File: config.mk
export PLATFORM = sky130hd
export DESIGN_NAME = hazard3_irq_gateway
export DESIGN_NICKNAME = d
export VERILOG_FILES = /design/src/rtl/hazard3_irq_gateway_pkg.sv /design/src/rtl/hazard3_irq_gateway_sync.sv /design/src/rtl/hazard3_irq_gateway.sv
export SDC_FILE = /design/constraint.sdc
export NUM_CORES = 1
export LEC_CHECK = 0
export CORE_MARGIN = 2
export CORE_UTILIZATION = 47
export CTS_BUF_LIST = sky130_fd_sc_hd__clkbuf_8
export DETAILED_ROUTE_END_ITERATION = 7
export PLACE_DENSITY = 0.89
export SLEW_MARGIN = 40
export SYNTH_ARGS = -nofsm -noshare
export SYNTH_HDL_FRONTEND = slang
export SYNTH_SLANG_ARGS = --single-unit
File: constraint.sdc
create_clock -name clk -period 3.7 [get_ports clk]
set_input_delay 0.37 -clock clk [delete_from_list [all_inputs] [get_ports clk]]
set_output_delay 0.37 -clock clk [all_outputs]
set_load 0.05 [all_outputs]
File: src/rtl/hazard3_irq_gateway_pkg.sv
// Shared definitions for the hazard3 external interrupt gateway.
// Holds the register map offsets, completion ID width and trigger encodings
// used by the gateway, the claim block and firmware-facing test code.
package hazard3_irq_gateway_pkg;

    // APB handshake phases: a single ready pulse per access, then wait for
    // the master to drop penable before accepting the next one.
    typedef enum logic [1:0] {
        APB_IDLE = 2'd0,
        APB_ACK  = 2'd1,
        APB_HOLD = 2'd2
    } apb_state_e;

    // Byte offsets of the configuration registers.
    localparam logic [7:0] REG_ENABLE   = 8'h00;
    localparam logic [7:0] REG_TRIGGER  = 8'h04;
    localparam logic [7:0] REG_PENDING  = 8'h08;
    localparam logic [7:0] REG_COMPLETE = 8'h0C;
    localparam logic [7:0] REG_RAW      = 8'h10;

    // COMPLETE carries a 1-based source ID in pwdata[IRQ_ID_W-1:0].
    localparam int IRQ_ID_W = 6;

    // TRIGGER register bit encodings.
    localparam logic TRIG_LEVEL = 1'b0;
    localparam logic TRIG_EDGE  = 1'b1;

endpackage

File: src/rtl/hazard3_irq_gateway_sync.sv
// N-wide two-flop synchronizer for asynchronous device interrupt lines.
// Only compiled when HAZARD3_IRQ_GW_SYNC_EN is defined; both stages reset to 0.
`ifdef HAZARD3_IRQ_GW_SYNC_EN
module hazard3_irq_sync #(
    parameter int N = 8
) (
    input  logic         clk,
    input  logic         rst,
    input  logic [N-1:0] d,
    output logic [N-1:0] q
);

    logic [N-1:0] meta_q, meta_d;
    logic [N-1:0] sync_q, sync_d;

    // Next values: each stage takes the previous one.
    always_comb begin
        meta_d = d;
        sync_d = meta_q;
    end

    // Two synchronizer stages.
    always_ff @(posedge clk) begin
        if (rst) begin
            meta_q <= '0;
            sync_q <= '0;
        end else begin
            meta_q <= meta_d;
            sync_q <= sync_d;
        end
    end

    assign q = sync_q;

endmodule
`endif

File: src/rtl/hazard3_irq_gateway.sv
// Per-source external interrupt gateway feeding the claim block's irq bus.
// Sources are level or sticky edge requests, masked by a software enable;
// edge requests retire through PENDING W1C, COMPLETE(ID) or a TRIGGER change.
// Build option: define HAZARD3_IRQ_GW_SYNC_EN to pass src_i through a
// two-flop synchronizer before sampling (asynchronous devices).
module hazard3_irq_gateway
    import hazard3_irq_gateway_pkg::*;
#(
    parameter int N_SRC   = 8,
    parameter int W_PADDR = 16
) (
    input  logic               clk,
    input  logic               rst,
    input  logic [W_PADDR-1:0] paddr,
    input  logic               psel,
    input  logic               penable,
    input  logic               pwrite,
    input  logic [31:0]        pwdata,
    output logic [31:0]        prdata,
    output logic               pready,
    output logic               pslverr,
    input  logic [N_SRC-1:0]   src_i,
    output logic [31:0]        irq
);

    apb_state_e       state_q, state_d;
    logic [N_SRC-1:0] enable_q, enable_d;
    logic [N_SRC-1:0] trigger_q, trigger_d;
    logic [N_SRC-1:0] pend_edge_q, pend_edge_d;
    logic [N_SRC-1:0] prev_q, prev_d;
    logic [N_SRC-1:0] s_q, s_d;
    logic [N_SRC-1:0] src_smp;
    logic [N_SRC-1:0] edge_clr;
    logic [N_SRC-1:0] pending;
    logic             commit;
    logic             wr_en;
    logic             unused_pwdata;

`ifdef HAZARD3_IRQ_GW_SYNC_EN
    hazard3_irq_sync #(
        .N (N_SRC)
    ) u_sync (
        .clk (clk),
        .rst (rst),
        .d   (src_i),
        .q   (src_smp)
    );
`else
    assign src_smp = src_i;
`endif

    // APB handshake: commit on IDLE->ACK, then wait for penable to drop.
    always_comb begin
        // NOTE: every always_comb output gets a default first so no path leaves it unassigned (no latch).
        state_d = state_q;
        commit  = 1'b0;
        case (state_q)
            APB_IDLE: begin
                if (psel && penable) begin
                    state_d = APB_ACK;
                    commit  = 1'b1;
                end
            end
            APB_ACK:  state_d = APB_HOLD;
            APB_HOLD: begin
                if (!(psel && penable)) state_d = APB_IDLE;
            end
            default:  state_d = APB_IDLE;
        endcase
    end

    assign wr_en = commit && pwrite;

    // Register writes and edge request bookkeeping; a new edge beats any clear.
    always_comb begin
        enable_d  = enable_q;
        trigger_d = trigger_q;
        edge_clr  = '0;
        if (wr_en) begin
            if (paddr == W_PADDR'(REG_ENABLE)) begin
                enable_d = pwdata[N_SRC-1:0];
            end
            if (paddr == W_PADDR'(REG_TRIGGER)) begin
                trigger_d = pwdata[N_SRC-1:0];
                edge_clr  = trigger_q ^ pwdata[N_SRC-1:0];
            end
            if (paddr == W_PADDR'(REG_PENDING)) begin
                edge_clr = pwdata[N_SRC-1:0];
            end
            if (paddr == W_PADDR'(REG_COMPLETE)) begin
                for (int i = 0; i < N_SRC; i++) begin
                    if (pwdata[IRQ_ID_W-1:0] == IRQ_ID_W'(i + 1)) edge_clr[i] = 1'b1;
                end
            end
        end
        pend_edge_d = (pend_edge_q & ~edge_clr) | (s_q & ~prev_q);
        prev_d      = s_q;
        s_d         = src_smp;
    end

    // State register for the APB handshake, configuration and source path.
    always_ff @(posedge clk) begin
        if (rst) begin
            // NOTE: sequential state uses non-blocking assignments so every flop samples pre-edge values.
            state_q     <= APB_IDLE;
            enable_q    <= '0;
            trigger_q   <= {N_SRC{TRIG_LEVEL}};
            pend_edge_q <= '0;
            prev_q      <= '1;
            s_q         <= '0;
        end else begin
            state_q     <= state_d;
            enable_q    <= enable_d;
            trigger_q   <= trigger_d;
            pend_edge_q <= pend_edge_d;
            prev_q      <= prev_d;
            s_q         <= s_d;
        end
    end

    assign pending = (trigger_q & pend_edge_q) | (~trigger_q & s_q);
    assign irq     = 32'(pending & enable_q);
    assign pready  = (state_q == APB_ACK);
    assign pslverr = 1'b0;

    // Upper pwdata bits are don't-care for every register.
    assign unused_pwdata = ^pwdata;

    // Read data is a pure decode of paddr; unmapped offsets and COMPLETE read 0.
    always_comb begin
        prdata = '0;
        if (paddr == W_PADDR'(REG_ENABLE))       prdata = 32'(enable_q);
        else if (paddr == W_PADDR'(REG_TRIGGER)) prdata = 32'(trigger_q);
        else if (paddr == W_PADDR'(REG_PENDING)) prdata = 32'(pending);
        else if (paddr == W_PADDR'(REG_RAW))     prdata = 32'(s_q);
    end

endmodule

-- Yosys cells after proc, flatten, opt, wreduce, memory -nomap -nowiden
Index checks and enable logic that the tools add are counted.
- bitwise operators: 11
- reduce and logical (&&, ||, !) cells: 7
- mux-type cells: 21
- eq/ne operators: 16
- operators by type and width (operator ; number):
    2-to-1 mux 8 bit ; 8
    bitwise AND 8 bit ; 5
    == test 16 x 4 -> 1 bit (second input constant) ; 2
    == test 6 x 3 -> 1 bit (second input constant) ; 4
    NOT 8 bit ; 3
    == test 16 x 3 -> 1 bit (second input constant) ; 1
    == test 16 x 5 -> 1 bit (second input constant) ; 1
    zero test 16 bit ; 1
    bitwise OR 8 bit ; 2
    == test 6 x 2 -> 1 bit (second input constant) ; 2
    2-to-1 mux 1 bit ; 10
    bitwise XOR 8 bit ; 1
    == test 6 x 1 -> 1 bit (second input constant) ; 1
    == test 6 x 4 -> 1 bit (second input constant) ; 1
    one-hot mux 2 bit (3 select lines) ; 1
    AND reduction 2 bit ; 3
    2-to-1 mux 2 bit ; 2
    inequality test 2 bit (second input constant) ; 2
    == test 2 x 1 -> 1 bit (second input constant) ; 1
    == test 2 bit (second input constant) ; 1
    logical AND 1 bit ; 2
    zero test 2 bit ; 1
- output and inout port bits: 66
- bits in registers: 42
- input port bits: 61
- logic and storage cells: 61

-- Depth between registers and ports, before layout
- depth after elaboration: 9
- gate-level depth with buffers: 6
- depth with buffers taken out: 4

-- Least setup slack after synthesis
No wires, ideal clock.
- path kind: input to output
- from: in paddr[9]
- to: out prdata[3]
- cell stages on the path: 5
- slack: 1.647 ns
- data arrival time: 1.683 ns
- path buffers: 1
- data required time: 3.330 ns
- cells stage by stage: nor4_2 nand4_2 buf_2 a211oi_1 o221a_2
- cells in the longest elaborated chain, start to end: 5
- elaborated cells on any way between the ends: 8
- those cells by class: eq/ne (3); mux (4); reduce/logical (1)
- ends and longest elaborated chain (element ; RTL line ; RTL):
    from (decl) ; hazard3_irq_gateway.sv:14 ; input logic [W_PADDR-1:0] paddr,
    == test 16 x 5 -> 1 bit ; hazard3_irq_gateway.sv:135 ; else if (paddr == W_PADDR'(REG_RAW)) prdata = 32'(s_q);
    2-to-1 mux 8 bit ; hazard3_irq_gateway.sv:135 ;
    2-to-1 mux 8 bit ; hazard3_irq_gateway.sv:134 ; else if (paddr == W_PADDR'(REG_PENDING)) prdata = 32'(pending);
    2-to-1 mux 8 bit ; hazard3_irq_gateway.sv:133 ; else if (paddr == W_PADDR'(REG_TRIGGER)) prdata = 32'(trigger_q);
    2-to-1 mux 8 bit (*) ; hazard3_irq_gateway.sv:132 ; if (paddr == W_PADDR'(REG_ENABLE)) prdata = 32'(enable_q);
    to (decl) ; hazard3_irq_gateway.sv:19 ; output logic [31:0] prdata,
Every way passes the cells marked *; elsewhere a longest branch is shown, timed or not.

-- Worst setup path after layout
- from: in paddr[2]
- to: out prdata[0]
Same word-level chain as after synthesis.

==> results.py <==
metrics = {
    "place": {
        "gp_congestion": 0.898,
        "io_buffer_count": 53,
        "hpwl_um": 4740,
        "place_area_sq_mm": 0.00327,
    },
    "grt": {
        "grt_pass1_wl_um": 11200,
        "first_global_vias": 2365,
        "grt_antenna_before_repair": 0,
        "grt_max_degree": 56,
        "overflow": 0,
        "grt_util_all_layers_pct": 22.2,
    },
    "yosys": {
        "synthXorXnorAreaFrac_pct": 0.314,
        "synth_edf_count": 0,
        "yosysTopAreaCellShare_pct": 30.1,
        "synth.distinct_cells": 37,
        "synth_simple_gate_area_share_pct": 29.6,
        "synth_adder_area_share_pct": 0,
        "syn_avg_cell_area_sq_um": 8.21,
        "syn_area_sq_mm": 0.00279,
        "synth-seq-cells": 42,
        "synthTopCellsByArea": "dfxtp_1, buf_4, nor2b_1",
        "synth_top_family_by_area": "simple AND/OR/NAND/NOR gates",
        "syn_inst": 340,
        "synth_warnings": 0,
        "ys_seq_area_share_pct": 30.1,
        "synth_top_cell_by_area": "dfxtp_1",
        "synth_compound_area_share_pct": 19.4,
        "dominantRegCellSynth": "dfxtp_1",
        "synth_mux_area_share_pct": 2.87,
        "async_flop_share_pct": 0,
    },
    "drt": {
        "drt_iter0_markers": 295,
        "drt-pass1-iter-count": 5,
        "vias": 2610,
        "drc": 0,
        "routed_wl_um": 6980,
        "wl_per_cell_um": 15.2,
        "viasPerCell": 5.70,
        "ant_nets": 0,
    },
    "power_and_ir_drop": {
        "p_switching_w": 0.000366,
        "p_leak_nw": 1.14,
        "swShare_pct": 32.7,
        "powerDensity_mw_per_mm2": 330,
        "ir_drop_uv": 342,
        "seqPwrFrac_pct": 44.3,
        "pwr-share-comb_pct": 22.8,
        "p_int_w": 0.000752,
        "p_clk_share_pct": 32.9,
    },
    "floorplanning": {
        "die_y_um": 81.1,
        "io-pin-count": 127,
        "fp.dieW_um": 81.1,
        "initial_core_util_pct": 48.0,
        "core.rowCount": 28,
        "dieArea_sq_mm": 0.00657,
        "core_sq_mm": 0.00582,
    },
    "clock_network": {
        "postCtsSetupBuffers": 0,
        "holdBufCountCts": 0,
        "cts.sinks": 42,
        "cts_resized": 0,
        "clk_pin_slew_worst_paths_ps": 70,
        "clock_latency_ps": 320,
        "clockBufferDepth": 2,
        "htree_levels": 2,
        "cts_tree": "yes",
        "cts_buffers": 5,
        "root_buffer": "clkbuf_8",
    },
    "sta": {
        "worst_pin_slew_ps": 626,
        "drv_slew": 0,
        "finalCritPeriodShare_pct": 80.1,
        "finalCriticalPeriod_ps": 2960,
        "setup_viol": 0,
        "hold_viol_final": 0,
        "rsz0062_at_grt": "false",
        "setup_tns_ps": 0,
        "fmax_mhz": 337,
        "slew_headroom_pct": 58.2,
        "finClkSkew_ps": 20.8,
    },
    "worst_setup_path": {
        "r2r_end": "enable_q[4]",
        "critical_path_class": "in -> out",
        "crit_path_start_kind": "primary input",
        "crit_path_end_kind": "primary output",
        "r2r_start": "state_q[1]",
        "critPathBufInv": 3,
        "cp_slowest_cell": "clkdlybuf4s50_1",
        "worstPathRequired_ps": 3330,
        "rrSetupSlack_ps": 2020,
        "cp_max_fo": 16,
        "rr_worst_depth": 4,
        "cp_cell_sequence": "clkdlybuf4s50_1 > buf_4 > nor3b_1 > nand2_1 > o221a_2 > buf_12",
        "arrival_ps": 2590,
        "crit_family": "buffers and inverters",
        "critPathMaxStageDelay_ps": 840,
    },
    "cells_and_area": {
        "fillers": 539,
        "fin_area_sq_mm": 0.00338,
        "final_nets": 443,
        "area_growth_syn_to_layout_pct": 21.1,
        "layout_commonest_cell": "conb_1",
        "drive_gt1_share_pct": 11.5,
        "antenna_cells": 0,
        "final_cell_mix": "conb_1, clkdlybuf4s50_1, dfxtp_1",
    },
    "hold_path": {
        "min_to": "enable_q[1]",
        "hold_path_startpoint": "enable_q[1]",
        "holdCritPathClass": "reg -> reg",
        "hold-path-cell-count": 2,
    },
    "outcome": {
        "status": "finished, final reports clean",
    },
    "run": {
        "cap_violations": 0,
    },
}
## cell families after synthesis
family	Yosys count
flops	42
mux	8
compound gates	80
simple gates	129
xor+xnor	1
other cells	1
buf+inv	79
## layout make-up
cell class | instances | area [sq um] | area share, %
Clock buffer | 5 | 68.8 | 2.03
Multi-Input combinational cell | 267 | 1640 | 48.5
Clock inverter | 3 | 41.3 | 1.22
Timing Repair Buffer | 63 | 686 | 20.3
Sequential cell | 42 | 841 | 24.9
Inverter | 3 | 11.3 | 0.333
Tap cell | 75 | 93.8 | 2.77
## sequential cells by signal, indices dropped and copies added, names as in the netlist
register	count
enable_q	8
pend_edge_q	8
prev_d	8
prev_q	8
state_q	2
trigger_q	8
## per-stage QoR
step           worst slack, ps  hold slack (ps)  utilization, %  power (W)  cells
4_1_cts                    773              479            58.2    0.00112    458
5_1_grt                    668              502            58.2    0.00116    458
6_report                   737              476            58.2    0.00112    458
2_1_floorplan             1650              448               -   0.000728    388
3_5_place_dp               786              466            56.3   0.000757    450
3_3_place_gp               870              455            56.3   0.000750    450
## synthesized netlist by cell type, types with 2 or more instances
cell type	instances
dfxtp_1	42
nand2b_1	17
and4_1	2
o221a_2	8
or3_1	9
nor4_2	2
nand3_1	3
mux2i_1	8
nor4b_1	6
o32ai_1	7
o21ai_0	14
buf_4	49
nor4_1	2
a21oi_1	26
or2_2	8
buf_1	3
a211oi_1	14
nor2_1	6
nor3b_1	8
o31ai_1	8
nor2b_1	27
inv_1	3
nand4_1	20
clkbuf_1	15
nor3_1	10
buf_2	9
nand2_1	4
## worst max-delay path by stage
stage	startpoint	endpoint	cells past startpoint
6_report	paddr[2]	prdata[0]	6
5_1_grt	paddr[2]	prdata[6]	6
4_1_cts	paddr[2]	prdata[0]	6
3_5_place_dp	paddr[2]	prdata[0]	6
3_3_place_gp	paddr[2]	prdata[1]	6
2_1_floorplan	paddr[9]	prdata[3]	5
## power groups by stage
stage / clock, W / sequential (W) / combinational (W)
final: 0.000367 / 0.000495 / 0.000255
after global routing: 0.000396 / 0.000499 / 0.000270
after global placement: 0 / 0.000504 / 0.000246
after detailed placement: 0 / 0.000505 / 0.000251
after CTS: 0.000373 / 0.000495 / 0.000252
after floorplan: 0 / 0.000500 / 0.000227
## per-layer routing
layer / global-route usage (%) / wire, um / up-vias / part of all wire [%]
met5: 0 / 0 / - / 0
met4: 10.5 / 186 / 0 / 2.7
met3: 5.89 / 601 / 19 / 8.6
met2: 37.4 / 3490 / 135 / 50
met1: 26.4 / 2700 / 1220 / 39
li1: - / - / 1236 / -
## worst reg2reg max path, delay by kind of cell, from the launching register on
| kind | cells | cell delay, ps |
|---|---|---|
| simple gates | 2 | 770 |
| compound gates | 2 | 490 |
| flops | 1 | 320 |
Note: power is estimated with default switching activity, not from simulation.
